**src/rtl/fpa_pkg.sv**
```systemverilog
// fpa_pkg: shared types and constants for the binary32 add/sub alignment stage.
package fpa_pkg;
    typedef enum logic [2:0] {ZERO, SUB, NORM, INF, NAN} fp_class_t;
    localparam int EXP_W = 8;
    localparam int MAN_W = 23;
    localparam int SIG_W = 24;
    localparam int ALN_W = 27;
    localparam logic [EXP_W-1:0] EXP_MAX = 8'hFF;
    localparam logic [31:0] QNAN_DEFAULT = 32'hFFC00000;
    typedef struct packed {
        logic [31:0]      raw;
        fp_class_t        cls;
        logic             hid;
        logic [EXP_W-1:0] eexp;
    } opnd_t;
    typedef struct packed {
        logic             sign_l;
        logic             sign_s;
        logic [EXP_W-1:0] exp;
        logic [SIG_W-1:0] mant_l;
        logic [ALN_W-1:0] mant_s;
        logic             eff_sub;
        logic             special;
        logic [31:0]      word;
    } aligned_t;
endpackage

```
**src/rtl/fpa_classify.sv**
```systemverilog
// fpa_classify: classifies one binary32 operand and derives hidden bit and effective exponent.
module fpa_classify
    import fpa_pkg::*;
(
    input  logic [31:0]      x_i,
    output fp_class_t        cls_o,
    output logic             hid_o,
    output logic [EXP_W-1:0] eexp_o
);
    logic [EXP_W-1:0] e;
    logic [MAN_W-1:0] m;
    assign e = x_i[30:23];
    assign m = x_i[22:0];
    assign cls_o = (e == '0) ? ((m == '0) ? ZERO : SUB) :
                   (e == EXP_MAX) ? ((m == '0) ? INF : NAN) : NORM;
    assign hid_o = (e != '0);
    // Subnormals and zero share the exponent of the smallest normal.
    assign eexp_o = (e == '0) ? 8'd1 : e;
endmodule

```
**src/rtl/fpa_align.sv**
```systemverilog
// fpa_align: two-stage operand classify/compare/swap/align front end of a binary32 adder.
module fpa_align
    import fpa_pkg::*;
(
    input  logic        clk,
    input  logic        rst_n,
    input  logic        in_valid,
    output logic        in_ready,
    input  logic [31:0] number_A,
    input  logic [31:0] number_B,
    output logic        out_valid,
    input  logic        out_ready,
    output logic        out_sign_l,
    output logic        out_sign_s,
    output logic [7:0]  out_exp,
    output logic [23:0] out_mant_l,
    output logic [26:0] out_mant_s,
    output logic        out_eff_sub,
    output logic        out_special,
    output logic [31:0] out_special_word
);
    opnd_t a_d, b_d, a_q, b_q, l, s;
    aligned_t al_d, al_q;
    logic s1_v_q, s2_v_q, s2_adv, a_lg;
    logic [EXP_W-1:0] d;
    logic [SIG_W-1:0] sig_s;
    logic [ALN_W-1:0] ext, sh, mask;
    logic a_nan, b_nan, a_inf, b_inf;

    fpa_classify u_cls_a (.x_i(number_A), .cls_o(a_d.cls), .hid_o(a_d.hid), .eexp_o(a_d.eexp));
    fpa_classify u_cls_b (.x_i(number_B), .cls_o(b_d.cls), .hid_o(b_d.hid), .eexp_o(b_d.eexp));
    assign a_d.raw = number_A;
    assign b_d.raw = number_B;

    assign s2_adv   = !s2_v_q || out_ready;
    assign in_ready = !s1_v_q || s2_adv;

    // Ties on magnitude keep A as the larger operand.
    assign a_lg  = a_q.raw[30:0] >= b_q.raw[30:0];
    assign l     = a_lg ? a_q : b_q;
    assign s     = a_lg ? b_q : a_q;
    assign d     = l.eexp - s.eexp;
    assign sig_s = {s.hid, s.raw[22:0]};
    assign ext   = {sig_s, 3'b000};
    assign sh    = ext >> d;
    assign mask  = (27'd1 << d) - 27'd1;

    assign a_nan = a_q.cls == NAN;
    assign b_nan = b_q.cls == NAN;
    assign a_inf = a_q.cls == INF;
    assign b_inf = b_q.cls == INF;

    always_comb begin
        al_d.sign_l  = l.raw[31];
        al_d.sign_s  = s.raw[31];
        al_d.exp     = l.eexp;
        al_d.mant_l  = {l.hid, l.raw[22:0]};
        // Bit 0 of the shifted word sits below R, so it folds into sticky.
        al_d.mant_s  = (d >= 8'd27) ? {26'd0, |sig_s} : {sh[26:1], sh[0] | (|(ext & mask))};
        al_d.eff_sub = l.raw[31] ^ s.raw[31];
        al_d.special = a_nan || b_nan || a_inf || b_inf;
        al_d.word    = a_nan ? (a_q.raw | 32'h0040_0000) :
                       b_nan ? (b_q.raw | 32'h0040_0000) :
                       (a_inf && b_inf && (a_q.raw[31] != b_q.raw[31])) ? QNAN_DEFAULT :
                       a_inf ? a_q.raw :
                       b_inf ? b_q.raw : 32'd0;
    end

    always_ff @(posedge clk or negedge rst_n) begin
        if (!rst_n) begin
            s1_v_q <= 1'b0;
            s2_v_q <= 1'b0;
            a_q    <= '0;
            b_q    <= '0;
            al_q   <= '0;
        end else begin
            if (in_ready) begin
                s1_v_q <= in_valid;
                if (in_valid) begin
                    a_q <= a_d;
                    b_q <= b_d;
                end
            end
            if (s2_adv) begin
                s2_v_q <= s1_v_q;
                if (s1_v_q) al_q <= al_d;
            end
        end
    end

    assign out_valid        = s2_v_q;
    assign out_sign_l       = al_q.sign_l;
    assign out_sign_s       = al_q.sign_s;
    assign out_exp          = al_q.exp;
    assign out_mant_l       = al_q.mant_l;
    assign out_mant_s       = al_q.mant_s;
    assign out_eff_sub      = al_q.eff_sub;
    assign out_special      = al_q.special;
    assign out_special_word = al_q.word;
endmodule

```
**config.mk**
```make
export PLATFORM = sky130hd
export DESIGN_NAME = fpa_align
export DESIGN_NICKNAME = d
export VERILOG_FILES = /design/src/rtl/fpa_pkg.sv /design/src/rtl/fpa_classify.sv /design/src/rtl/fpa_align.sv
export SDC_FILE = /design/constraint.sdc
export NUM_CORES = 1
export LEC_CHECK = 0
export BUFFER_PORTS_ARGS = -buffer_cell sky130_fd_sc_hd__buf_2
export CORE_ASPECT_RATIO = 1.2
export CORE_MARGIN = 2
export CORE_UTILIZATION = 45
export CTS_CLUSTER_DIAMETER = 60
export CTS_CLUSTER_SIZE = 25
export DETAILED_ROUTE_END_ITERATION = 8
export PLACE_DENSITY = 0.72
export SLEW_MARGIN = 5
export SYNTH_ARGS = -nofsm -noshare
export SYNTH_HDL_FRONTEND = slang
export SYNTH_HIERARCHICAL = 1
export SYNTH_SLANG_ARGS = --single-unit
export TNS_END_PERCENT = 50
```
**constraint.sdc**
```tcl
create_clock -name clk -period 6.8 [get_ports clk]
set_input_delay 1.02 -clock clk [delete_from_list [all_inputs] [get_ports clk]]
set_output_delay 1.02 -clock clk [all_outputs]
set_load 0.01 [all_outputs]
```
==> run metrics <==
Max-cap violations 0; CP startpoint kind register; Hold Crit Depth 2; Final Hold Fails 0; CP Data Required Time 7.19 ns; dominant synthesized flop cell dfrtp_1; mux share of post-synthesis cell area about 14%; CTS tree done; cell area power density 358.1 nW/um^2; GRT overflow 0; Die X 149.5 um; clock buffer depth 2; num ports 165; post-synth top area share 40.52%; Clk pin slew, worst setup/hold paths 0.09 ns; detailed-route wire length 38940 um; Min-Delay Path Class register to register; leading area contributor after synthesis dfrtp_1; Fill cells between 2000 and 2500; xor/xnor cell area share of the yosys netlist 1.128%; status completed; register bit total from synthesis 185; register area share after synthesis approximately 41%; Slew Viols, Final 0; Synth-to-Final Area Change 14.44%; vias after detailed routing 10380; Die ar. 26680 um^2; # resized after CTS 0; dpl ws 1.427 ns; Post-CTS Setup Repair Bufs 0; 1st-pass router iterations 6; Final period util 80.15%; GRT Total Usage 29.96%; Tmin final between 5 and 6 ns; most common cell in the netlist dfrtp_1; grt met2 use between 50 and 60%; Max Freq 183.5 MHz; syn_area_per_cell 8.926 um^2; worst-skew pair later-pin latency 0.46 ns; H-tree levels 4; largest net degree at the start of global routing approximately 90; Compound-Gate Fraction of Synth Area 17.99%; initial antenna violation count 0; CTS Buf Count 17; unrepaired setup endpoints after global routing no; Starting DRT DRC Count between 800 and 900; Worst-Margin Slew 1.183 ns; largest family of logic cells by synthesized area compound AO/OA/AOI/OAI gates; Layout Utilization between 50 and 60%; met1 Usage GRT 36.75%; max_slew headroom 21.10%; Mapped Area 11420 um^2; DRC errors left 0; Worst R2R Path Depth 17; post-synthesis net count 1380; endpoints failing setup 0; ranking of synthesized cells by area dfrtp_1 41%, mux2_2 9.7%, nand2_1 5.4%; die height approximately 180 um; Ys Warns 6; Clock Tree Root clkbuf_16; Antenna Cells 0; area of the multi-input gates a little over 6000 um^2; port bufs roughly 160; Max IR drop VDD 0.2145 mV; critical path peak fanout 29; Synth Area in Adders 3.505%; fraction of layout cells with a size suffix above 1 25.07%; cts hold-fix bufs 0; Async SR Flop Fraction 100.0%; Routed Antenna Nets 0; vias per inst roughly 6; first-pass GRT wire length 60030 um; simple-gate area share of the yosys netlist 17.15%; Cells after Synth 1280; crit path capture type register; busiest layer in global routing met2; gp weighted congestion 0.9617; core area 24830 um^2; Sequential Area 4629 um^2; global-route met3 utilization under 10%; Synth top cells by count 185 x dfrtp_1, 163 x nand2_1, 115 x nor2_1; clock sink count between 150 and 200; Layout Nets about 1500; Initial Utilization 46.01%; Rows between 60 and 70; Post-synth EDFFs 0; Pleak 6.133 nW; Arr. time, crit path 5.84 ns; final worst setup slack 1.350 ns; Worst Clk Skew 0.02218 ns; vias in the first global route 9993; type of the worst setup path register to register; Fin Setup TNS 0 ns; routed len/inst 22.52 um; Netlist cell types 78; Detail Placement HPWL 29400 um
worst paths after layout:
path	end	slack, ns	from
max	out_mant_s[6]	1.35	a_q[34]
min	out_mant_l[5]	0.48	out_mant_l[5]
max reg2reg	out_mant_s[6]	1.35	a_q[34]
min reg2reg	out_mant_l[5]	0.48	out_mant_l[5]
max in group asynchronous	out_special_word[5]	4.98	rst_n
min in group asynchronous	out_special_word[13]	0.55	rst_n
kinds of logic (layout without fill, tap and decap cells):
| kind of cell | Yosys count | count (layout) |
|---|---|---|
| AOI/OAI and AO/OA | 323 | 323 |
| xor gates and xnor gates | 13 | 13 |
| adders and majority gates | 32 | 32 |
| buffers and inverters | 158 | 282 |
| DFF | 185 | 185 |
| muxes | 144 | 144 |
| and+or+nand+nor | 425 | 425 |
per-stage QoR:
step           hold slack [ns]  instances  instance area [um^2]  total power, mW
6_report                0.4808       1729                 13080            4.682
3_3_place_gp            0.4597       1697                 12470            3.592
4_1_cts                 0.4871       1729                 13080            4.666
2_1_floorplan           0.4711       1280                 11420            2.915
5_1_grt                 0.5107       1729                 13080            4.971
3_5_place_dp            0.4706       1697                 12470            3.611
cell usage in the layout (no fill, tap or decap), types with 4 or more instances in the layout:
cell       synthesis  layout
o22ai_1            5       4
a21boi_0           4       4
nand3_1           29      29
o21ai_1           16      16
nand4_1           20      20
o31ai_1            5       5
buf_2             15     163
nand3b_1           5       5
a21oi_1           70      70
nand2b_1          14      14
nor2b_1           11      10
a222oi_1          22      22
a21o_1             4       4
a22o_1             8       8
clkbuf_16          0      17
nand2_1          163     160
a211oi_1          13      12
inv_1             61      61
or3_1              4       4
and3_1             9       9
ha_1              32      32
o2111ai_1          5       5
mux2i_1           44      44
mux2_2            98      98
xnor2_1            6       4
nor2_1           115     115
buf_4              3      25
o21a_1             4       4
nor3_1            16      16
inv_6              0       4
dfrtp_1          185     185
o21ai_0          112     112
xor2_1             5       5
a31oi_1           14      14
nor4_1            18      18
power by group:
| group | internal, mW | switching (mW) | leakage (nW) |
|---|---|---|---|
| sequential | 1.26 | 0.182 | 2.30 |
| combinational | 0.779 | 1.41 | 3.54 |
| clock | 0.572 | 0.482 | 0.295 |
state kept, by name, indices dropped and copies added (netlist names):
register and cells:
s1_v_q 1, out_special_word 32, out_exp 8, b_q 44, a_q 44, out_mant_s 27, out_sign_l 1, out_sign_s 1
out_special 1, out_eff_sub 1, out_mant_l 24, out_valid 1
worst max-delay path: stages, from the launching register on:
cell      delay [ns]
dfrtp_1         0.49
ha_1            0.37
a21oi_1         0.15
o21ai_0         0.11
a221oi_1        0.39
nand3_1         0.32
nor2_4          0.19
buf_4           0.34
a21oi_1         0.13
ha_1            0.23
o31a_1          0.35
o221ai_1        0.21
nand4_1         0.14
o22ai_2         0.93
nand3_1         0.43
a211oi_1        0.33
a41oi_1         0.08
o21ai_1         0.17
final cells by class:
type	count	area share, %
inverters	61	1.751
clock buffers	19	3.464
multi-input cells	937	47.30
repair buffers	189	7.780
well taps	325	3.110
clock inverters	13	1.187
flip-flops and latches	185	35.41
metal layers:
metal	part of all wire, %	wire length, um
met5	0	0
met4	5.2	2020
met3	5.4	2097
met2	50	19550
met1	39	15270
No activity file was read; power rests on OpenSTA's default activity.
